## src/rtl/cic_comb_seq.sv

```systemverilog
// CIC decimation and time-multiplexed comb section: decimates the integrator
// stream by DEC and runs STAGES combs through one shared subtractor, one per clk.
module cic_comb_seq #(
  parameter int W      = 37,
  parameter int OUT_W  = 17,
  parameter int DEC    = 5,
  parameter int STAGES = 3
) (
  input  logic                    clk,
  input  logic                    rst,
  input  logic signed [W-1:0]     Xin,
  output logic signed [OUT_W-1:0] Yout,
  output logic                    rdy,
  output logic                    busy,
  output logic                    ovf
);

  localparam int CW = (DEC > 1) ? $clog2(DEC) : 1;
  localparam int KW = (STAGES > 1) ? $clog2(STAGES) : 1;
  localparam logic [CW-1:0] CNT_LAST = CW'(DEC - 1);
  localparam logic [KW-1:0] K_LAST   = KW'(STAGES - 1);

  typedef enum logic {IDLE, RUN} state_t;

  state_t        state;
  logic [CW-1:0] cnt;
  logic [KW-1:0] k;
  logic [W-1:0]  acc;
  logic [W-1:0]  dly [STAGES];
  logic [W-1:0]  t;
  logic          strobe;

  assign strobe = (cnt == CNT_LAST);

  // Shared comb subtractor; wraps modulo 2^W as CIC arithmetic requires.
  always_comb begin
    t = acc - dly[k];
  end

  always_ff @(posedge clk) begin
    if (rst) begin
      cnt   <= '0;
      state <= IDLE;
      k     <= '0;
      acc   <= '0;
      for (int unsigned i = 0; i < STAGES; i++) dly[i] <= '0;
      Yout  <= '0;
      rdy   <= 1'b0;
      busy  <= 1'b0;
      ovf   <= 1'b0;
    end else begin
      cnt <= strobe ? '0 : cnt + CW'(1);
      rdy <= 1'b0;
      case (state)
        IDLE: begin
          if (strobe) begin
            acc   <= Xin;
            k     <= '0;
            state <= RUN;
            busy  <= 1'b1;
          end
        end
        RUN: begin
          // A strobe here drops its sample; the running sequence is unaffected.
          if (strobe) ovf <= 1'b1;
          dly[k] <= acc;
          acc    <= t;
          if (k == K_LAST) begin
            Yout  <= t[W-1:W-OUT_W];
            rdy   <= 1'b1;
            state <= IDLE;
            k     <= '0;
            busy  <= 1'b0;
          end else begin
            k <= k + KW'(1);
          end
        end
      endcase
    end
  end

endmodule

```

## config.mk

```make
export PLATFORM = sky130hd
export DESIGN_NAME = cic_comb_seq
export DESIGN_NICKNAME = d
export VERILOG_FILES = /design/src/rtl/cic_comb_seq.sv
export SDC_FILE = /design/constraint.sdc
export NUM_CORES = 1
export LEC_CHECK = 0
export BUFFER_PORTS_ARGS = -buffer_cell sky130_fd_sc_hd__buf_2
export CORE_MARGIN = 4
export CORE_UTILIZATION = 47
export CTS_CLUSTER_DIAMETER = 50
export CTS_CLUSTER_SIZE = 8
export DETAILED_ROUTE_END_ITERATION = 10
export PLACE_DENSITY = 0.75
export RECOVER_POWER = 25
export SLEW_MARGIN = 20
export SYNTH_ARGS = -nofsm -noshare
export SYNTH_HDL_FRONTEND = slang
export SYNTH_SLANG_ARGS = --single-unit
```

## constraint.sdc

```tcl
create_clock -name clk -period 4.2 [get_ports clk]
set_input_delay 0.42 -clock clk [delete_from_list [all_inputs] [get_ports clk]]
set_output_delay 0.42 -clock clk [all_outputs]
set_load 0.03 [all_outputs]
```

==> flow_metrics.py <==
metrics = {
    "run_status": {
        "outcome": "finished, violations left",
        "violations": "capacitance limit, slew limit",
    },
    "yosys": {
        "synth_cells": 969,
        "ys_types": 68,
        "ys_seq_area_share_pct": 52.56,
        "synth_flop_cell": "edfxtp_1",
        "synth_edf_count": 148,
        "ys_seq_elements": 213,
        "netlist_area_um2": 10930,
        "synth_top_area_cell": "edfxtp_1",
        "avgSynthCellArea_um2": 11.28,
        "netlist_top_cells_area": "edfxtp_1, dfxtp_1, mux4_2",
        "synth_top_area_share_pct": 40.66,
        "ys_warn_count": 0,
        "syn_nets": 1048,
        "async_reset_ff_share_pct": 0,
    },
    "global_routing": {
        "grt_pass1_wl_mm": 45.91,
        "grt_overflow": 0,
        "grt.total_usage_pct": 22.49,
        "grt_pass1_vias": 8080,
        "grt_max_degree": 51,
        "antenna_found_initial": 0,
    },
    "die": {
        "die_h_um": 160.5,
        "rows": 55,
        "die_area_um2": 25760,
        "core_area_um2": 22780,
        "initial_core_util_pct": 47.99,
        "fp.dieW_um": 160.5,
        "io_pins": 59,
    },
    "setup_path": {
        "criticalPathCategory": "reg2reg",
        "cp_common_cell": "a21oi_1",
        "regToRegSetupSlack_ps": 440,
        "rr_endpoint": "acc[25]",
        "critPathMaxFanout": 27,
        "crit_buf_inv": 2,
        "end_kind": "register",
        "crit_arrival_ps": 4110,
        "path_cells": "buf_12, mux4_2, inv_1, ha_1, a21oi_1, o21ai_0, or2_2, nor3_1, nor2_1, a21oi_1, xor2_1, a211oi_1",
        "rr_worst_depth": 12,
        "critical_path.top_delay_family": "simple AND/OR/NAND/NOR gates",
        "cp-start-kind": "register",
        "slowest_delay_ps": 550,
        "slowest_stage": "mux4_2",
        "cp_data_required_time_ps": 4550,
    },
    "cts": {
        "cts_resized": 0,
        "clock-sinks": 213,
        "insertion_delay_ps": 550,
        "post_cts.repair.setup_buffers": 0,
        "htreeDepth": 1,
        "clockRootBuffer": "clkbuf_16",
        "cts_tree": "yes",
        "holdBufCountCts": 0,
        "clk_pin_slew_ps": 50,
        "cts_buffers": 31,
        "cts_max_path_buffers": 3,
    },
    "cells_and_area": {
        "fill_cells": 1933,
        "drive_above_1_share_pct": 15.71,
        "syn_to_final_growth_pct": 14.40,
        "final_nets": 1104,
        "instances_no_fill": 1363,
        "multi_input_comb_area_um2": 4772,
        "seqCellArea_um2": 5748,
        "diodes": 0,
    },
    "timing": {
        "rsz0062_at_grt": "false",
        "final.setup.tns_ps": 0,
        "relSlewSlack_pct": -17.66,
        "tightest_slew_ps": 1765,
        "period_share_pct": 89.61,
        "setup_viol": 0,
        "whs_ps": 143.1,
        "min_period_ps": 3764,
        "hold_viol": 0,
        "slew_violations": 81,
        "fmax_mhz": 265.7,
        "finClkSkew_ps": 13.47,
    },
    "detailed_routing": {
        "drt-total-wl_mm": 29.49,
        "ant_nets": 0,
        "drc": 0,
        "routedWlPerCell_um": 21.64,
        "drtPass1Iterations": 5,
        "vias_per_cell": 5.891,
        "drtIter0Drc": 800,
        "vias": 8029,
    },
    "placement": {
        "gp_congestion": 0.9825,
        "hpwl_mm": 19.41,
        "port_buffers": 58,
        "dp.cells": 1305,
    },
    "pwr": {
        "power.density_nw_per_um2": 433.8,
        "peakVddDrop_v": 0.0003812,
        "p_leak_nw": 4.674,
    },
    "min_path": {
        "min_delay_path_depth": 3,
        "hp-class": "in2reg",
        "min_from": "Xin[4]",
        "holdPathEnd": "acc[4]",
    },
    "job": {
        "cap_viol_max_count": 3,
    },
}
==> routing by layer <==
metal / vias up / track usage, % / routed length [um]
met5: - / 0 / 0
met4: 0 / 5.866 / 821
met3: 63 / 3.054 / 2118
met2: 349 / 36.90 / 13770
met1: 3945 / 31.79 / 12780
li1: 3672 / - / -
==> Yosys cell counts, types with 4 or more instances <==
cell type and count:
edfxtp_1 148, nor2_1 106, nand2_1 70, dfxtp_1 65, clkbuf_1 52, a21oi_1 51
inv_1 48, ha_1 39, mux4_2 37, a211oi_1 34, and2_1 34, and3_1 34
nand2b_1 31, o21ai_0 29, xnor2_1 22, nor3_1 12, a21o_1 11, nand4_1 11
o21a_1 11, nand3_1 9, xor2_1 9, a22o_1 8, mux2i_1 8, a311oi_1 7
o21ai_1 6, mux2_2 5, nor2b_1 5, buf_1 4, nor4_1 4, o21bai_1 4
==> sequential cells by signal (all words and copies together) (netlist names), named ones only <==
| signal | cells |
|---|---|
| Yout | 17 |
| acc | 37 |
| busy | 1 |
| cnt | 3 |
| dly | 148 |
| k | 2 |
| ovf | 1 |
| rdy | 1 |
| state | 1 |
==> area by class of cell <==
type,count,area share (%)
inverter,50,1.501
multi-input combinational,647,38.16
timing repair buffer,82,3.642
sequential,213,45.97
clock inverter,2,0.4002
tap,313,3.132
clock buffer,56,7.194
==> how the worst max path moves through the flow <==
stage | slack, ps | cells after the start | to | from
2_1_floorplan | 500 | 13 | acc[36] | register
3_5_place_dp | 570 | 12 | Yout[5] | register
3_3_place_gp | 650 | 12 | acc[25] | register
5_1_grt | 180 | 12 | acc[25] | register
6_report | 440 | 12 | acc[25] | register
4_1_cts | 550 | 12 | Yout[5] | register
==> through the flow <==
| step | cell area [um2] | setup slack, ps | power (mW) | utilization [%] |
|---|---|---|---|---|
| after floorplan | 10930 | 496.7 | 2.856 | - |
| final | 12500 | 436.4 | 5.424 | 54.90 |
| after global routing | 12500 | 180.5 | 5.600 | 54.90 |
| after global placement | 11590 | 654.1 | 3.040 | 50.90 |
| after CTS | 12540 | 545.8 | 5.428 | 55.07 |
| after detailed placement | 11590 | 571.9 | 3.048 | 50.90 |
==> worst reg2reg max path, delay by kind of cell, from the launching register on <==
kind	cells	cell delay, ps
AO/OA/AOI/OAI	4	810
XOR/XNOR	1	240
adder cells (fa/ha/maj)	1	280
buffers and inverters	2	370
flip-flops	1	450
multiplexers	1	570
AND/OR/NAND/NOR	3	840
==> cells in the final DEF (no fill, tap or decap), types with 9 or more instances in the layout <==
cell / instances
o21ai_0: 29
nor2_1: 106
dfxtp_1: 63
nand3_1: 9
inv_1: 48
clkbuf_1: 46
edfxtp_1: 148
buf_2: 38
a211oi_1: 34
ha_1: 39
o21a_1: 11
nand4_1: 11
xor2_1: 9
buf_4: 18
a21oi_1: 51
nand2_1: 69
xnor2_1: 22
and2_1: 34
and3_1: 33
mux4_2: 37
nand2b_1: 29
clkbuf_16: 31
a21o_1: 11
nor3_1: 12
==> power by group <==
group,switching [mW],leakage (nW),total [mW],internal [mW]
sequential,0.0412,2.02,2.35,2.31
clock,0.912,0.453,2.40,1.49
combinational,0.418,2.20,0.673,0.254
==> cell families (layout without fill, tap and decap cells) <==
family	Yosys count	count (layout)	synth area share, %
mux	50	50	8.871
buf+inv	109	190	3.858
compound gates	197	197	12.74
fa+ha+maj	40	40	4.647
simple gates	328	328	14.69
flops	213	213	52.56
xor+xnor	32	32	2.633
(Power assumes the default switching activity.)
